`config.mk`:
```
export PLATFORM = sky130hd
export DESIGN_NAME = acl2_spi_responder
export DESIGN_NICKNAME = d
export VERILOG_FILES = /design/src/rtl/acl2_spi_responder.sv
export SDC_FILE = /design/constraint.sdc
export NUM_CORES = 1
export LEC_CHECK = 0
export CAP_MARGIN = 25
export CORE_ASPECT_RATIO = 1.4
export CORE_MARGIN = 4
export CORE_UTILIZATION = 40
export DETAILED_ROUTE_END_ITERATION = 10
export HOLD_SLACK_MARGIN = 0.08
export PLACE_DENSITY_LB_ADDON = 0.1
export SETUP_SLACK_MARGIN = 0.15
export SLEW_MARGIN = 20
export SYNTH_ARGS = -nofsm -noshare
export SYNTH_HDL_FRONTEND = slang
export SYNTH_SLANG_ARGS = --single-unit
```
`constraint.sdc`:
```
create_clock -name i_clk -period 8.3 [get_ports i_clk]
set_clock_uncertainty 0.2 [all_clocks]
set_input_delay 1.66 -clock i_clk [delete_from_list [all_inputs] [get_ports i_clk]]
set_output_delay 1.66 -clock i_clk [all_outputs]
set_load 0.02 [all_outputs]
```
`src/rtl/acl2_spi_responder.sv`:
```
// acl2_spi_responder: SPI mode-0 responder modelled on the ADXL362-style
// command set (0x0A write, 0x0B read). SCLK/MOSI/CS are oversampled on the
// system clock. The register map holds ID bytes, three axis samples and a
// 16-byte read/write block (0x20-0x2F, POWER_CTL at 0x2D).
// Optional feature: define ACL2_RESP_SIGNEXT_EN to sign-extend the upper
// nibble of the axis high-byte registers; otherwise that nibble reads 0000.
// o_dbg_state exposes the transaction FSM state for observation.
module acl2_spi_responder #(
    parameter int         SYNC_STAGES = 2,
    parameter logic [7:0] PART_ID     = 8'hF2
) (
    input  logic        i_clk,
    input  logic        i_rst,
    input  logic        i_sclk,
    input  logic        i_mosi,
    input  logic        i_cs_n,
    output logic        o_miso,
    input  logic        i_sample_load,
    input  logic [11:0] i_sample_x,
    input  logic [11:0] i_sample_y,
    input  logic [11:0] i_sample_z,
    output logic        o_wr_strobe,
    output logic [5:0]  o_wr_addr,
    output logic [7:0]  o_wr_data,
    output logic        o_measure_on,
    output logic        o_busy,
    output logic [2:0]  o_dbg_state
);

    typedef enum logic [2:0] {
        ST_IDLE   = 3'd0,
        ST_INS    = 3'd1,
        ST_ADDR   = 3'd2,
        ST_DATA   = 3'd3,
        ST_IGNORE = 3'd4
    } state_t;

    localparam logic [1:0] LP_FLUSH = 2'(SYNC_STAGES);

    logic [SYNC_STAGES-1:0] r_sclk_sync, r_mosi_sync, r_cs_sync;
    logic                   r_sclk_d, r_cs_d, r_armed;
    logic [1:0]             r_flush_cnt;
    logic [11:0]            r_data_x, r_data_y, r_data_z;
    logic [11:0]            r_snap_x, r_snap_y, r_snap_z;
    logic [7:0]             r_rw [16];
    state_t                 r_state;
    logic [2:0]             r_bit_cnt;
    logic [6:0]             r_rx;
    logic                   r_is_rd, r_load_pend, r_miso, r_wr_strobe;
    logic [5:0]             r_addr, r_wr_addr;
    logic [7:0]             r_tx, r_wr_data, w_rd_data, w_byte;
    logic                   w_sclk, w_mosi, w_cs;
    logic                   w_sclk_rise, w_sclk_fall, w_cs_fall, w_cs_rise, w_byte_done;

    // High byte of an axis register: sample[11:8] plus the configured upper nibble.
    function automatic logic [7:0] f_hi(input logic [11:0] s);
`ifdef ACL2_RESP_SIGNEXT_EN
        return {{4{s[11]}}, s[11:8]};
`else
        return {4'b0000, s[11:8]};
`endif
    endfunction

    assign w_sclk = r_sclk_sync[SYNC_STAGES-1];
    assign w_mosi = r_mosi_sync[SYNC_STAGES-1];
    assign w_cs   = r_cs_sync[SYNC_STAGES-1];

    assign w_sclk_rise = ~r_sclk_d & w_sclk;
    assign w_sclk_fall = r_sclk_d & ~w_sclk;
    // A falling CS only counts once the bus has been seen idle after reset,
    // so a CS already low at reset release cannot start a transaction.
    assign w_cs_fall   = r_armed & r_cs_d & ~w_cs;
    assign w_cs_rise   = ~r_cs_d & w_cs;
    assign w_byte      = {r_rx, w_mosi};
    assign w_byte_done = w_sclk_rise && (r_bit_cnt == 3'd7);

    assign o_miso       = r_miso;
    assign o_wr_strobe  = r_wr_strobe;
    assign o_wr_addr    = r_wr_addr;
    assign o_wr_data    = r_wr_data;
    assign o_measure_on = (r_rw[13][1:0] == 2'b10);
    assign o_busy       = ~w_cs;
    assign o_dbg_state  = r_state;

    // Input synchronizers, reset to the idle bus level.
    always_ff @(posedge i_clk or posedge i_rst) begin
        if (i_rst) begin
            r_sclk_sync <= '0;
            r_mosi_sync <= '0;
            r_cs_sync   <= '1;
        end else begin
            r_sclk_sync <= {r_sclk_sync[SYNC_STAGES-2:0], i_sclk};
            r_mosi_sync <= {r_mosi_sync[SYNC_STAGES-2:0], i_mosi};
            r_cs_sync   <= {r_cs_sync[SYNC_STAGES-2:0], i_cs_n};
        end
    end

    // Edge-detect history and arming once the synchronizers hold real bus values.
    always_ff @(posedge i_clk or posedge i_rst) begin
        if (i_rst) begin
            r_sclk_d    <= 1'b0;
            r_cs_d      <= 1'b1;
            r_armed     <= 1'b0;
            r_flush_cnt <= 2'd0;
        end else begin
            r_sclk_d <= w_sclk;
            r_cs_d   <= w_cs;
            if (r_flush_cnt != LP_FLUSH)
                r_flush_cnt <= r_flush_cnt + 2'd1;
            else if (w_cs)
                r_armed <= 1'b1;
        end
    end

    // Live axis data registers, loaded by the sample strobe.
    always_ff @(posedge i_clk or posedge i_rst) begin
        if (i_rst) begin
            r_data_x <= '0;
            r_data_y <= '0;
            r_data_z <= '0;
        end else if (i_sample_load) begin
            r_data_x <= i_sample_x;
            r_data_y <= i_sample_y;
            r_data_z <= i_sample_z;
        end
    end

    // Read mux over the register map; axis bytes come from the snapshot.
    always_comb begin
        w_rd_data = 8'h00;
        if (r_addr[5:4] == 2'b10) begin
            w_rd_data = r_rw[r_addr[3:0]];
        end else begin
            case (r_addr)
                6'h00:   w_rd_data = 8'hAD;
                6'h01:   w_rd_data = 8'h1D;
                6'h02:   w_rd_data = PART_ID;
                6'h0E:   w_rd_data = r_snap_x[7:0];
                6'h0F:   w_rd_data = f_hi(r_snap_x);
                6'h10:   w_rd_data = r_snap_y[7:0];
                6'h11:   w_rd_data = f_hi(r_snap_y);
                6'h12:   w_rd_data = r_snap_z[7:0];
                6'h13:   w_rd_data = f_hi(r_snap_z);
                default: w_rd_data = 8'h00;
            endcase
        end
    end

    // Transaction FSM: byte assembly, address tracking, writes and MISO shifting.
    always_ff @(posedge i_clk or posedge i_rst) begin
        if (i_rst) begin
            r_state     <= ST_IDLE;
            r_bit_cnt   <= 3'd0;
            r_rx        <= '0;
            r_is_rd     <= 1'b0;
            r_load_pend <= 1'b0;
            r_addr      <= '0;
            r_tx        <= '0;
            r_miso      <= 1'b0;
            r_wr_strobe <= 1'b0;
            r_wr_addr   <= '0;
            r_wr_data   <= '0;
            r_snap_x    <= '0;
            r_snap_y    <= '0;
            r_snap_z    <= '0;
            for (int i = 0; i < 16; i++) r_rw[i] <= 8'h00;
        end else begin
            r_wr_strobe <= 1'b0;
            if (w_cs_rise) begin
                // Any partial byte is simply dropped here.
                r_state     <= ST_IDLE;
                r_bit_cnt   <= 3'd0;
                r_load_pend <= 1'b0;
                r_miso      <= 1'b0;
            end else if (r_state == ST_IDLE) begin
                if (w_cs_fall) begin
                    r_state     <= ST_INS;
                    r_bit_cnt   <= 3'd0;
                    r_load_pend <= 1'b0;
                    r_miso      <= 1'b0;
                    r_snap_x    <= r_data_x;
                    r_snap_y    <= r_data_y;
                    r_snap_z    <= r_data_z;
                end
            end else begin
                if (w_sclk_rise) begin
                    r_rx      <= w_byte[6:0];
                    r_bit_cnt <= r_bit_cnt + 3'd1;
                end
                if (w_byte_done) begin
                    case (r_state)
                        ST_INS: begin
                            if (w_byte == 8'h0A) begin
                                r_is_rd <= 1'b0;
                                r_state <= ST_ADDR;
                            end else if (w_byte == 8'h0B) begin
                                r_is_rd <= 1'b1;
                                r_state <= ST_ADDR;
                            end else begin
                                r_state <= ST_IGNORE;
                            end
                        end
                        ST_ADDR: begin
                            r_addr      <= w_byte[5:0];
                            r_state     <= ST_DATA;
                            r_load_pend <= r_is_rd;
                        end
                        ST_DATA: begin
                            if (r_is_rd) begin
                                r_load_pend <= 1'b1;
                            end else begin
                                r_wr_strobe <= 1'b1;
                                r_wr_addr   <= r_addr;
                                r_wr_data   <= w_byte;
                                if (r_addr[5:4] == 2'b10) r_rw[r_addr[3:0]] <= w_byte;
                            end
                            r_addr <= r_addr + 6'd1;
                        end
                        default: ;
                    endcase
                end
                if (w_sclk_fall && (r_state == ST_DATA) && r_is_rd) begin
                    if (r_load_pend) begin
                        r_tx        <= w_rd_data;
                        r_miso      <= w_rd_data[7];
                        r_load_pend <= 1'b0;
                    end else begin
                        r_tx   <= {r_tx[6:0], 1'b0};
                        r_miso <= r_tx[6];
                    end
                end
            end
        end
    end

endmodule

```
==> results of run 1 <==
cell usage after synthesis, types with 2 or more instances:
library cell / count / area [µm²]
ha_1: 7 / 87.58
a2111oi_0: 3 / 26.28
mux2_2: 160 / 1802
mux4_2: 26 / 585.6
o211ai_1: 2 / 15.01
buf_1: 7 / 26.28
nand4_2: 6 / 75.07
buf_2: 9 / 45.04
nor4_1: 3 / 18.77
nand3b_1: 2 / 15.01
or3_1: 3 / 18.77
a221oi_1: 3 / 26.28
a31oi_1: 7 / 43.79
a22o_1: 8 / 70.07
mux2i_1: 9 / 90.09
dfstp_2: 3 / 78.83
clkbuf_8: 4 / 55.05
and2_1: 2 / 12.51
a211oi_1: 2 / 15.01
a21oi_1: 15 / 75.07
nand3_1: 19 / 95.09
nor3b_1: 2 / 15.01
a21o_1: 2 / 15.01
nand2_1: 29 / 108.9
nand4b_1: 2 / 17.52
nand2_8: 8 / 160.2
dfrtp_1: 252 / 6306
mux2_4: 64 / 960.9
nand2b_1: 4 / 25.02
inv_1: 7 / 26.28
xnor2_1: 2 / 17.52
a22oi_1: 13 / 97.59
o21ai_0: 20 / 100.1
a311oi_1: 3 / 26.28
nor2_1: 14 / 52.55
a2bb2oi_1: 3 / 26.28
nor2b_1: 12 / 75.07
buf_6: 4 / 45.04
nand4_1: 11 / 68.82
nor3_1: 3 / 15.01
clkbuf_1: 32 / 120.1
and3_1: 4 / 25.02
final cells by class:
| type | instances | area (µm²) | area share [%] |
|---|---|---|---|
| clock buffer | 40 | 794.5 | 5.908 |
| clock inverter | 4 | 20.02 | 0.1489 |
| inverter | 7 | 30.03 | 0.2233 |
| multi-input combinational | 487 | 5029 | 37.39 |
| sequential | 255 | 6387 | 47.49 |
| tap | 375 | 469.2 | 3.489 |
| timing repair buffer | 73 | 719.4 | 5.349 |
cells by family (layout without fill, tap and decap cells):
group                    count (synthesis)  count (layout)  share of synthesized area, %
AO/OA/AOI/OAI                           86              86                         4.935
XOR/XNOR                                 2               2                        0.1492
adder cells (fa/ha/maj)                  7               7                        0.7461
buffers and inverters                   64             124                         2.771
flip-flops                             255             255                         54.39
multiplexers                           259             259                         29.29
AND/OR/NAND/NOR                        133             133                         7.717
registers in the layout, indices dropped and copies added, names as in the netlist, 7 cells and up:
register	flops
r_rw	128
r_data_z	12
r_tx	7
r_snap_x	12
r_snap_y	12
r_data_x	12
r_rx	7
r_snap_z	12
o_wr_data	8
r_data_y	12
routing by layer:
metal | global-route usage [%] | wire length (µm)
met3 | 2.009 | 878
met1 | 21.06 | 11220
met2 | 31.43 | 14570
met5 | 0 | 0
met4 | 5.626 | 774
worst max path at each step:
stage	start	end	cells after the start
after floorplan	i_rst	o_dbg_state[0]	1
after global placement	i_rst	r_addr[1]	3
after detailed placement	i_rst	r_addr[1]	3
after CTS	o_dbg_state[0]	o_dbg_state[0]	1
after global routing	o_dbg_state[0]	o_dbg_state[0]	1
final	o_dbg_state[0]	o_dbg_state[0]	1
stage by stage:
stage          hold WS (ps)  utilization [%]
2_1_floorplan         131.2                -
3_3_place_gp          135.7            44.04
3_5_place_dp          145.7            44.04
4_1_cts               156.9            46.88
5_1_grt               163.1            46.89
6_report              153.4            46.89
power groups by stage:
stage	clock network, µW	logic (µW)	registers [µW]
floorplan	0	310	1450
global placement	0	295	1600
detailed placement	0	307	1610
CTS	1160	308	1590
global route	1210	334	1600
finish	1130	300	1580
==> results.yml, run 1 <==
power_and_ir_drop:
  p_int_uw: 2206
  p_leak_uw: 0.006154
  vdd.ir_drop.worst_mv: 0.1595
  p_sw_uw: 801.4
  powerDensity_nw_per_um2: 223.6
  clkPwrFrac_pct: 37.5
  p_total_uw: 3007
  p_sw_share_pct: 26.65
  power_frac_seq_pct: 52.6
  power_frac_comb_pct: 10.0
synth:
  synthCells: 806
  synth_area_um2: 11740
  synth_ff_type: "dfrtp_1"
  yosysSeqAreaShare_pct: 54.39
  ys_ff_latch: 255
  yosys_warnings: 0
  ys_types: 57
  syn-num-nets: 855
  ys_async_sr_fraction_pct: 100.0
  syn_area_per_cell_um2: 14.56
  synth_edf_count: 0
min_path:
  min_to: "r_mosi_sync[1]"
  min_path_cells: 0
  hold_start: "r_mosi_sync[0]"
  min-delay-path-class: "reg2reg"
sta:
  fin_crit_sh_pct: 45.74
  rsz0062_at_grt: "false"
  slew_viol_final: 0
  max_freq_mhz: 263.4
  setup_ws_ps: 4503
  worst_pin_slew_ps: 990.4
  period_needed_ps: 3797
  hold_violations: 0
  slew_headroom_pct: 33.97
  tns_ps: 0
  setup_viol_count_final: 0
placed_design:
  dp.cells: 1197
  dp_hpwl_um: 18150
  postPlaceCellArea_um2: 12630
  place_worst_setup_slack_ps: 4394
  port_buffers: 62
  gp_congestion: 0.8214
worst_setup_path:
  crit_path_max_incr_delay_ps: 730
  cp_top_family: "buffers and inverters"
  path_class: "reg2out"
  r2r-start: "r_addr[3]"
  critical_path_arrival_ps: 1940
  start_kind: "flip-flop"
  ff2ff_path_depth: 4
  crit_chain: "clkdlybuf4s50_1"
  slowest_stage: "clkdlybuf4s50_1"
  rrSetupSlack_ps: 5130
  end_kind: "primary output"
  r2r-end: "r_rw[5]"
  critPathBufInv: 1
  critPathMaxFanout: 16
  crit_required_ps: 6440
cts:
  htreeDepth: 1
  cts_tree: "built"
  clk_path_buf_depth: 3
  cts_sinks: 255
  cts_root_buf: "clkbuf_16"
  cts_setup_buffers: 0
  post_cts_resize_count: 0
  path_clk_slew_ps: 60
  cts_buffers: 26
  clock_latency_ps: 530
  cts_hold_buf: 0
outcome:
  outcome: "completed"
layout:
  mostFrequentLayoutCells: "dfrtp_1, mux2_2, mux2_4, clkdlybuf4s50_1, nand2_1"
  fin_area_um2: 13450
  mostFrequentLayoutCell: "dfrtp_1"
  diodes: 0
  fillerInstances: 2563
  area_growth_pct: 14.57
  drive_gt1_share_pct: 37.41
  fin_cells: 1241
  final_nets: 899
routing:
  route.detailed.drc: 0
  drt-initial-drc-count: 367
  wl_per_cell_um: 22.11
  wirelength_um: 27440
  dr.pass1.iters: 4
  routed_via_density: 5.503
  vias: 6829
  ant_nets: 0
floorplan:
  die-width_um: 152.8
  initial_core_util_pct: 40.93
  dieArea_um2: 32190
  num_rows: 73
  io_pins: 63
  coreArea_um2: 28680
  die_h_um: 210.7
grt:
  grt_use_total_pct: 17.13
  grt_overflow: 0
  grt_pass1_wl_um: 44240
  first_global_vias: 7676
  antenna_found_initial: 0
  grt_max_degree: 152
job:
  cap_violations: 0
Power figures use the tool's default switching activity.
==> run 2: changes to the inputs <==
==> constraint.sdc (replaced) <==
create_clock -name i_clk -period 3.1 [get_ports i_clk]
set_clock_uncertainty 0.2 [all_clocks]
set_input_delay 0.62 -clock i_clk [delete_from_list [all_inputs] [get_ports i_clk]]
set_output_delay 0.62 -clock i_clk [all_outputs]
set_load 0.02 [all_outputs]
==> run 2 against run 1 <==
  * Design area rose by 2.5%
  * Worst setup slack got worse by 4100 ps
  * Routed wire length rose by 2.1%
  * Register-to-register slack got worse by 4800 ps
  * Via count rose by 2.1%
  * Core utilization rose by 1.2 points
  * Cell count rose by 2.5%
  * Hold slack got worse by 6.1 ps
  * Critical path type is now reg2reg
==> results.yml, run 2 (synthesis gave the netlist of run 1 again) <==
placed_design:
  gp_congestion: 0.8609
  dp_hpwl_um: 19380
  port_buffers: 62
  place_worst_setup_slack_ps: 329.4
  postPlaceCellArea_um2: 12880
layout:
  fin_area_um2: 13780
  area_growth_pct: 17.38
  mostFrequentLayoutCell: "dfrtp_1"
  largest_register_ffs: 128
  drive_gt1_share_pct: 39.35
  mostFrequentLayoutCells: "dfrtp_1, mux2_2, mux2_4, clkdlybuf4s50_1, buf_4"
  regMostFlops: "r_rw"
  final_nets: 927
  diodes: 0
floorplan:
  initial_core_util_pct: 40.93
  io_pins: 63
  dieArea_um2: 32190
  die-width_um: 152.8
  num_rows: 73
  die_h_um: 210.7
  coreArea_um2: 28680
worst_setup_path:
  path_class: "reg2reg"
  start_kind: "flip-flop"
  crit_required_ps: 3320
  critPathBufInv: 1
  critical_path_depth: 6
  slowest_stage: "dfrtp_1"
  critical_path_arrival_ps: 2960
  crit_chain: "nand3b_4, nor4_4, buf_4, nand2_1, nor2_2, mux2_2"
  critPathMaxFanout: 10
  crit_path_max_incr_delay_ps: 570
  end_kind: "flip-flop"
  cp_top_family: "simple AND/OR/NAND/NOR gates"
  ff2ff_path_depth: 6
grt:
  grt_pass1_wl_um: 44670
  grt_max_degree: 80
  grt_overflow: 0
  grt_use_total_pct: 17.59
  antenna_found_initial: 0
  first_global_vias: 7621
sta:
  setup_ws_ps: 364.8
  rsz0062_at_grt: "false"
  setup_viol_count_final: 0
  period_needed_ps: 2735
  worst_pin_slew_ps: 867.4
  hold_violations: 0
  tns_ps: 0
  slew_headroom_pct: 42.18
  max_freq_mhz: 365.6
  fin_crit_sh_pct: 88.23
  slew_viol_final: 0
cts:
  clk_path_buf_depth: 3
  clock_latency_ps: 540
  cts_sinks: 255
  htreeDepth: 1
  cts_tree: "built"
  cts_buffers: 26
  cts_root_buf: "clkbuf_16"
  cts_setup_buffers: 0
  path_clk_slew_ps: 60
  cts_hold_buf: 0
  post_cts_resize_count: 0
routing:
  wl_per_cell_um: 22.03
  vias: 6973
  ant_nets: 0
  route.detailed.drc: 0
  drt-initial-drc-count: 361
  wirelength_um: 28030
  dr.pass1.iters: 4
  routed_via_density: 5.482
power_and_ir_drop:
  powerDensity_nw_per_um2: 614.9
  clkPwrFrac_pct: 39.2
  p_sw_uw: 2230
  p_sw_share_pct: 26.32
  p_leak_uw: 0.006340
  power_frac_comb_pct: 13.6
  p_int_uw: 6243
  power_frac_seq_pct: 47.1
  vdd.ir_drop.worst_mv: 0.4300
min_path:
  min-delay-path-class: "reg2reg"
  min_path_cells: 0
outcome:
  outcome: "completed"
job:
  cap_violations: 0
-- run 2: cell types whose count changed in the layout (fill, tap and decap cells not counted), sizes merged --
cell and delta:
buf +28, bufinv +4, clkbuf -1
-- run 2: routing by layer --
layer	global-route usage, %	part of all wire (%)	up-vias
li1	-	-	3115
met1	21.46	41	3662
met2	31.37	52	137
met3	2.050	3.4	59
met4	7.993	4.3	0
met5	0	0	-
-- run 2: through the flow --
stage,total power [µW],util (%),cells,hold slack (ps)
2_1_floorplan,4723,-,806,131.2
3_3_place_gp,5206,44.90,1225,133.8
3_5_place_dp,5257,44.90,1225,137.0
4_1_cts,8625,48.05,1272,150.2
5_1_grt,8852,48.05,1272,154.8
6_report,8472,48.05,1272,147.3
-- run 2: final cells by class --
type	count	area (µm²)
flip-flops and latches	255	6387
inverters	7	30.03
repair buffers	101	963.4
clock buffers	39	760.7
multi-input cells	487	5029
well taps	375	469.2
clock inverters	8	140.1
fillers	2531	14900
-- run 2: worst paths after layout --
kind | startpoint | endpoint | slack [ps]
max in group asynchronous | i_rst | r_cs_d | 1640
min | r_sclk_sync[0] | r_sclk_sync[1] | 150
max reg2reg | o_dbg_state[1] | r_rw[4] | 360
max | o_dbg_state[1] | r_rw[4] | 360
min in group asynchronous | i_rst | r_rw[117] | 250
min reg2reg | r_sclk_sync[0] | r_sclk_sync[1] | 150
-- run 2: power groups by stage --
| stage | logic, µW | registers, µW | clock network [µW] |
|---|---|---|---|
| 2_1_floorplan | 831 | 3890 | 0 |
| 3_3_place_gp | 1150 | 4050 | 0 |
| 3_5_place_dp | 1190 | 4070 | 0 |
| 4_1_cts | 1190 | 4000 | 3430 |
| 5_1_grt | 1280 | 4040 | 3540 |
| 6_report | 1160 | 3990 | 3320 |
-- run 2: worst reg2reg max path: stages, from the launching register on --
cell and delay (ps):
dfrtp_1 570, nand3b_4 210, nor4_4 570, buf_4 260
nand2_1 70, nor2_2 360, mux2_2 390
==> variant 1, RTL diff (config.mk and constraints of run 1) <==
The parameter `SYNC_STAGES` goes from 2 to 4.
--- a/src/rtl/acl2_spi_responder.sv
+++ b/src/rtl/acl2_spi_responder.sv
@@ -8,3 +8,3 @@
 module acl2_spi_responder #(
-    parameter int         SYNC_STAGES = 2,
+    parameter int         SYNC_STAGES = 4,
     parameter logic [7:0] PART_ID     = 8'hF2
Function: not settled (the Yosys comparison gave no result); the edit may change what the design does.
==> variant 1 against run 1 <==
- sequential share of layout area fell by 0.47 points
- cell area grew 3.4%
- power up 2.8%
- non-clock buffer count is 4 higher
- critical path depth stayed put
- sequential power increased by 3%
- die area rose by 3.0%
- worst setup slack worse by 17 ps
- worst hold slack worse by 5.9 ps
- routed wire length up 1.2%
- sequential cell count up 6
- area after synthesis increased by 3.2%
- largest power group unchanged
- highest routed layer unchanged
==> variant 1: results (changes against run 1) <==
| Metric | Value |
|---|---|
| Worst R2R End | `r_tx[3] (was r_rw[5])` |
| GR Util All Layers | `16.9% (was 17.1%)` |
| Reg2reg path depth | `6 (was 4)` |
| Dpl hpwl | `18200 um (about the same)` |
| FF-to-FF setup slack | `5200 ps (was 5130 ps)` |
| Wl on met1 | `11500 um (was 11200 um)` |
| Cell Area, Placed | `13000 um^2 (was 12600 um^2)` |
| Detail Route met2 WL | `14600 um (about the same)` |
| Synth cell types | `61 (was 57)` |
| Post-synthesis sequential area ratio | `54.0% (was 54.4%)` |
| Top layer in use | `met4 (unchanged)` |
| WL/cell | `22.0 um (was 22.1 um)` |
| Hold path depth | `0 (unchanged)` |
| Leakage | `6.31 nW (was 6.15 nW)` |
| Top post-synthesis cells by area | `dfrtp_1, mux2_2, mux2_4, mux4_2, nand2_8 (unchanged)` |
| Largest net degree at the start of global routing | `189 (was 152)` |
| Vias per cell | `5.40 (was 5.50)` |
| TritonCTS buffer count | `27 (was 26)` |
| Placer congestion estimate | `0.797 (was 0.821)` |
| RR Startpoint | `r_addr[1] (was r_addr[3])` |
| Post-CTS sizing | `0 (unchanged)` |
| Switching share of power | `26.7% (was 26.6%)` |
| VDD IR max | `0.000113 V (was 0.000159 V)` |
| Cts hold-fix bufs | `0 (unchanged)` |
| Post-Route Setup TNS | `0 ps (unchanged)` |
| CP Max Fanout | `15 (was 16)` |
| Clk Latency, worst-skew pair | `roughly 540 ps` |
| Fraction of layout cells with a size suffix above 1 | `38.3% (was 37.4%)` |
| Final hold viol count | `0 (unchanged)` |
| Initial DRC count | `312 (was 367)` |
| Synth cell count leaders | `dfrtp_1, mux2_2, mux2_4 (unchanged)` |
| Mapped Nets | `865 (was 855)` |
| Crit-path max cell delay | `720 ps` |
| HP Start | `r_mosi_sync[1] (was r_mosi_sync[0])` |
| Final slew viol count | `0 (unchanged)` |
| First-pass GRT wire length | `44100 um (was 44200 um)` |
| Status | `finished clean (unchanged)` |
| Clock Root Buffer | `clkbuf_16 (unchanged)` |
| Final nets | `910 (was 899)` |
| Deepest clock path buffer count | `3 (unchanged)` |
| Hold Path Sink | `r_mosi_sync[2] (was r_mosi_sync[1])` |
| CP max-delay cell | `clkdlybuf4s50_1 (unchanged)` |
| Vias in the first global route | `7391 (was 7676)` |
| Met3 Routed Length | `997 um (was 878 um)` |
| Worst-margin pin slew | `968 ps (was 990 ps)` |
| Max H-tree Level | `1 (unchanged)` |
==> variant 1: power by group through the flow <==
stage / clock network, mW / registers, mW / logic (mW)
floorplan: 0 / 1.49 / 0.299
global placement: 0 / 1.64 / 0.285
detailed placement: 0 / 1.65 / 0.295
CTS: 1.22 / 1.63 / 0.298
global route: 1.26 / 1.64 / 0.326
finish: 1.18 / 1.62 / 0.294
==> variant 1: metrics by stage <==
stage	instances	setup WS (ps)	hold slack [ps]	util [%]	total power [mW]
2_1_floorplan	816	3000	131	-	1.79
3_3_place_gp	1216	4170	134	43.5	1.93
3_5_place_dp	1216	4090	137	43.5	1.94
4_1_cts	1264	4460	150	46.4	3.14
5_1_grt	1265	4410	158	46.5	3.23
6_report	1265	4490	147	46.5	3.09
==> variant 1: cells by family (layout without fill, tap and decap cells) <==
group / count (synthesis) / in the layout / synth area share [%]
adders and majority gates: 7 / 7 / 0.723
xor gates and xnor gates: 2 / 2 / 0.145
AOI/OAI and AO/OA: 91 / 91 / 5.09
buffers and inverters: 71 / 135 / 2.97
DFF: 261 / 261 / 54.0
and+or+nand+nor: 122 / 122 / 7.55
muxes: 262 / 262 / 29.5
==> variant 1: worst max path at each step <==
stage,endpoint,depth (start not counted),startpoint,slack (ps)
after detailed placement,r_rw[30],4,i_rst,4090
after CTS,o_dbg_state[0],1,o_dbg_state[0],4460
after global routing,o_dbg_state[0],1,o_dbg_state[0],4410
final,o_dbg_state[0],1,o_dbg_state[0],4490
after global placement,r_rw[14],4,i_rst,4170
after floorplan,o_dbg_state[0],1,i_rst,3000
==> variant 1: per-layer routing <==
metal / GRT usage, % / vias to the layer above
met5: 0 / -
met4: 5.12 / 0
met3: 2.30 / 44
met2: 30.5 / 125
met1: 21.3 / 3562
li1: - / 3098
==> variant 1: final cells by class <==
type                            instances  area (um^2)
Clock buffer                           39          781
Clock inverter                          9         76.3
Sequential cell                       261         6540
Tap cell                              385          482
Timing Repair Buffer                   77          766
Inverter                               10         41.3
Fill cell                            2617        16000
Multi-Input combinational cell        484         5220
==> variant 2, RTL diff (flow settings as in run 1) <==
Made on the original files. Put a register stage on the outputs `o_measure_on` and `o_busy`, with the module's reset. The values now appear one clock later. The other outputs are not delayed to match.
--- a/src/rtl/acl2_spi_responder.sv
+++ b/src/rtl/acl2_spi_responder.sv
@@ -80,4 +80,11 @@
     assign o_wr_data    = r_wr_data;
-    assign o_measure_on = (r_rw[13][1:0] == 2'b10);
-    assign o_busy       = ~w_cs;
+    always_ff @(posedge i_clk or posedge i_rst) begin
+        if (i_rst) begin
+            o_measure_on <= '0;
+            o_busy       <= '0;
+        end else begin
+            o_measure_on <= (r_rw[13][1:0] == 2'b10);
+            o_busy       <= ~w_cs;
+        end
+    end
     assign o_dbg_state  = r_state;
Check against the original RTL: not settled (the Yosys comparison gave no result); the edit may change what the design does.
==> variant 2 against run 1 <==
- routed wire length down 1.7%
- final cell count up 0.48%
- critical endpoint unchanged
- power up 3.4%
- area after synthesis down 3.0%
- worst setup slack better by 93 ps
- die area down 2.9%
- largest cell class unchanged
- cell area down 1.3%
- sequential cell count up 2
- first-iteration DRC count down 24%
- utilization up 0.80 points
==> variant 2: results (changes against run 1) <==
| Metric | Value |
|---|---|
| Status | `finished clean (unchanged)` |
| Plain + repair buffers | `73 (unchanged)` |
| Seq/total area | `48.5% (was 47.5%)` |
| Async S/R FF share, synth | `100% (unchanged)` |
| GR Util All Layers | `17.3% (was 17.1%)` |
| Multi-input gate area | `4680 um^2 (was 5030 um^2)` |
| Worst R2R End | `r_rw[3] (was r_rw[5])` |
| Top post-synthesis cells by area | `dfrtp_1, mux2_2, mux4_2, clkbuf_1, mux2i_1 (was dfrtp_1, mux2_2, mux2_4, mux4_2, nand2_8)` |
| Largest net degree at the start of global routing | `187 (was 152)` |
| # clk buffers | `46 (was 40)` |
| Crit-path max cell delay | `690 ps (was 730 ps)` |
| XOR/XNOR share of the synthesized area | `0.0770% (was 0.149%)` |
| WL/cell | `21.6 um (was 22.1 um)` |
| Mux cell area share after synthesis | `28.6% (was 29.3%)` |
| RR Startpoint | `r_bit_cnt[0] (was r_addr[3])` |
| Final nets | `905 (was 899)` |
| Slew Limit Headroom | `40.0% (was 34.0%)` |
| Post-CTS Setup Bufs | `0 (unchanged)` |
| Fraction of layout cells with a size suffix above 1 | `37.9% (was 37.4%)` |
| TritonCTS buffer count | `28 (was 26)` |
| FF-to-FF setup slack | `4880 ps (was 5130 ps)` |
| Mapped Nets | `859 (was 855)` |
| Post-synthesis sequential area ratio | `56.5% (was 54.4%)` |
| Placer congestion estimate | `0.807 (was 0.821)` |
| Synth Area in Compound Gates | `4.88% (was 4.93%)` |
| Flip-flop and latch count | `257 (was 255)` |
| Cell Int Power | `2.31 mW (was 2.21 mW)` |
| Leakage | `5.89 nW (was 6.15 nW)` |
| VDD IR max | `0.000147 V (was 0.000159 V)` |
| Final clock-cell share | `7.04% (was 6.06%)` |
| Synth Area in Adders | `0.770% (was 0.746%)` |
| Worst Path Arrival | `1840 ps (was 1940 ps)` |
| Total iterations of the first detailed-routing run | `4 (unchanged)` |
| Initial DRC count | `279 (was 367)` |
| Dominant synthesized flop cell | `dfrtp_1 (unchanged)` |
| Dpl hpwl | `17900 um (was 18200 um)` |
| Vias per cell | `5.43 (was 5.50)` |
| Reg2reg path depth | `7 (was 4)` |
| Multi-input comb cells | `490 (was 487)` |
| Buffering overhead | `5.52% (was 5.35%)` |
| Cell Area, Placed | `12300 um^2 (was 12600 um^2)` |
| Area grow syn2layout | `16.7% (was 14.6%)` |
| Mapped cell area | `11400 um^2 (was 11700 um^2)` |
| Inverter count | `6 (was 7)` |
| Synth cell types | `56 (was 57)` |
| Filler cells | `2455 (was 2563)` |
| First-pass GRT wire length | `42300 um (was 44200 um)` |
| Vias in the first global route | `7415 (was 7676)` |
| CP Max Fanout | `14 (was 16)` |
[variant 2: power groups by stage]
stage / sequential, mW / combinational (mW) / clock [mW]
6_report: 1.59 / 0.285 / 1.24
5_1_grt: 1.61 / 0.318 / 1.32
4_1_cts: 1.59 / 0.290 / 1.27
3_5_place_dp: 1.61 / 0.288 / 0
3_3_place_gp: 1.61 / 0.279 / 0
2_1_floorplan: 1.46 / 0.286 / 0
[variant 2: routing by layer]
layer | vias to the layer above | share of wire (%) | global-route usage, % | wire [um]
li1 | 3074 | - | - | -
met1 | 3539 | 40 | 21.6 | 10800
met2 | 122 | 54 | 31.4 | 14500
met3 | 38 | 3.9 | 2.14 | 1040
met4 | 0 | 2.4 | 4.80 | 639
met5 | - | 0 | 0 | 0
[variant 2: stage by stage]
stage          worst slack, ps  hold WS (ps)  std cells
2_1_floorplan             3060           131        810
3_3_place_gp              4250           135       1194
3_5_place_dp              4170           135       1195
4_1_cts                   4580           150       1246
5_1_grt                   4540           158       1247
6_report                  4600           148       1247
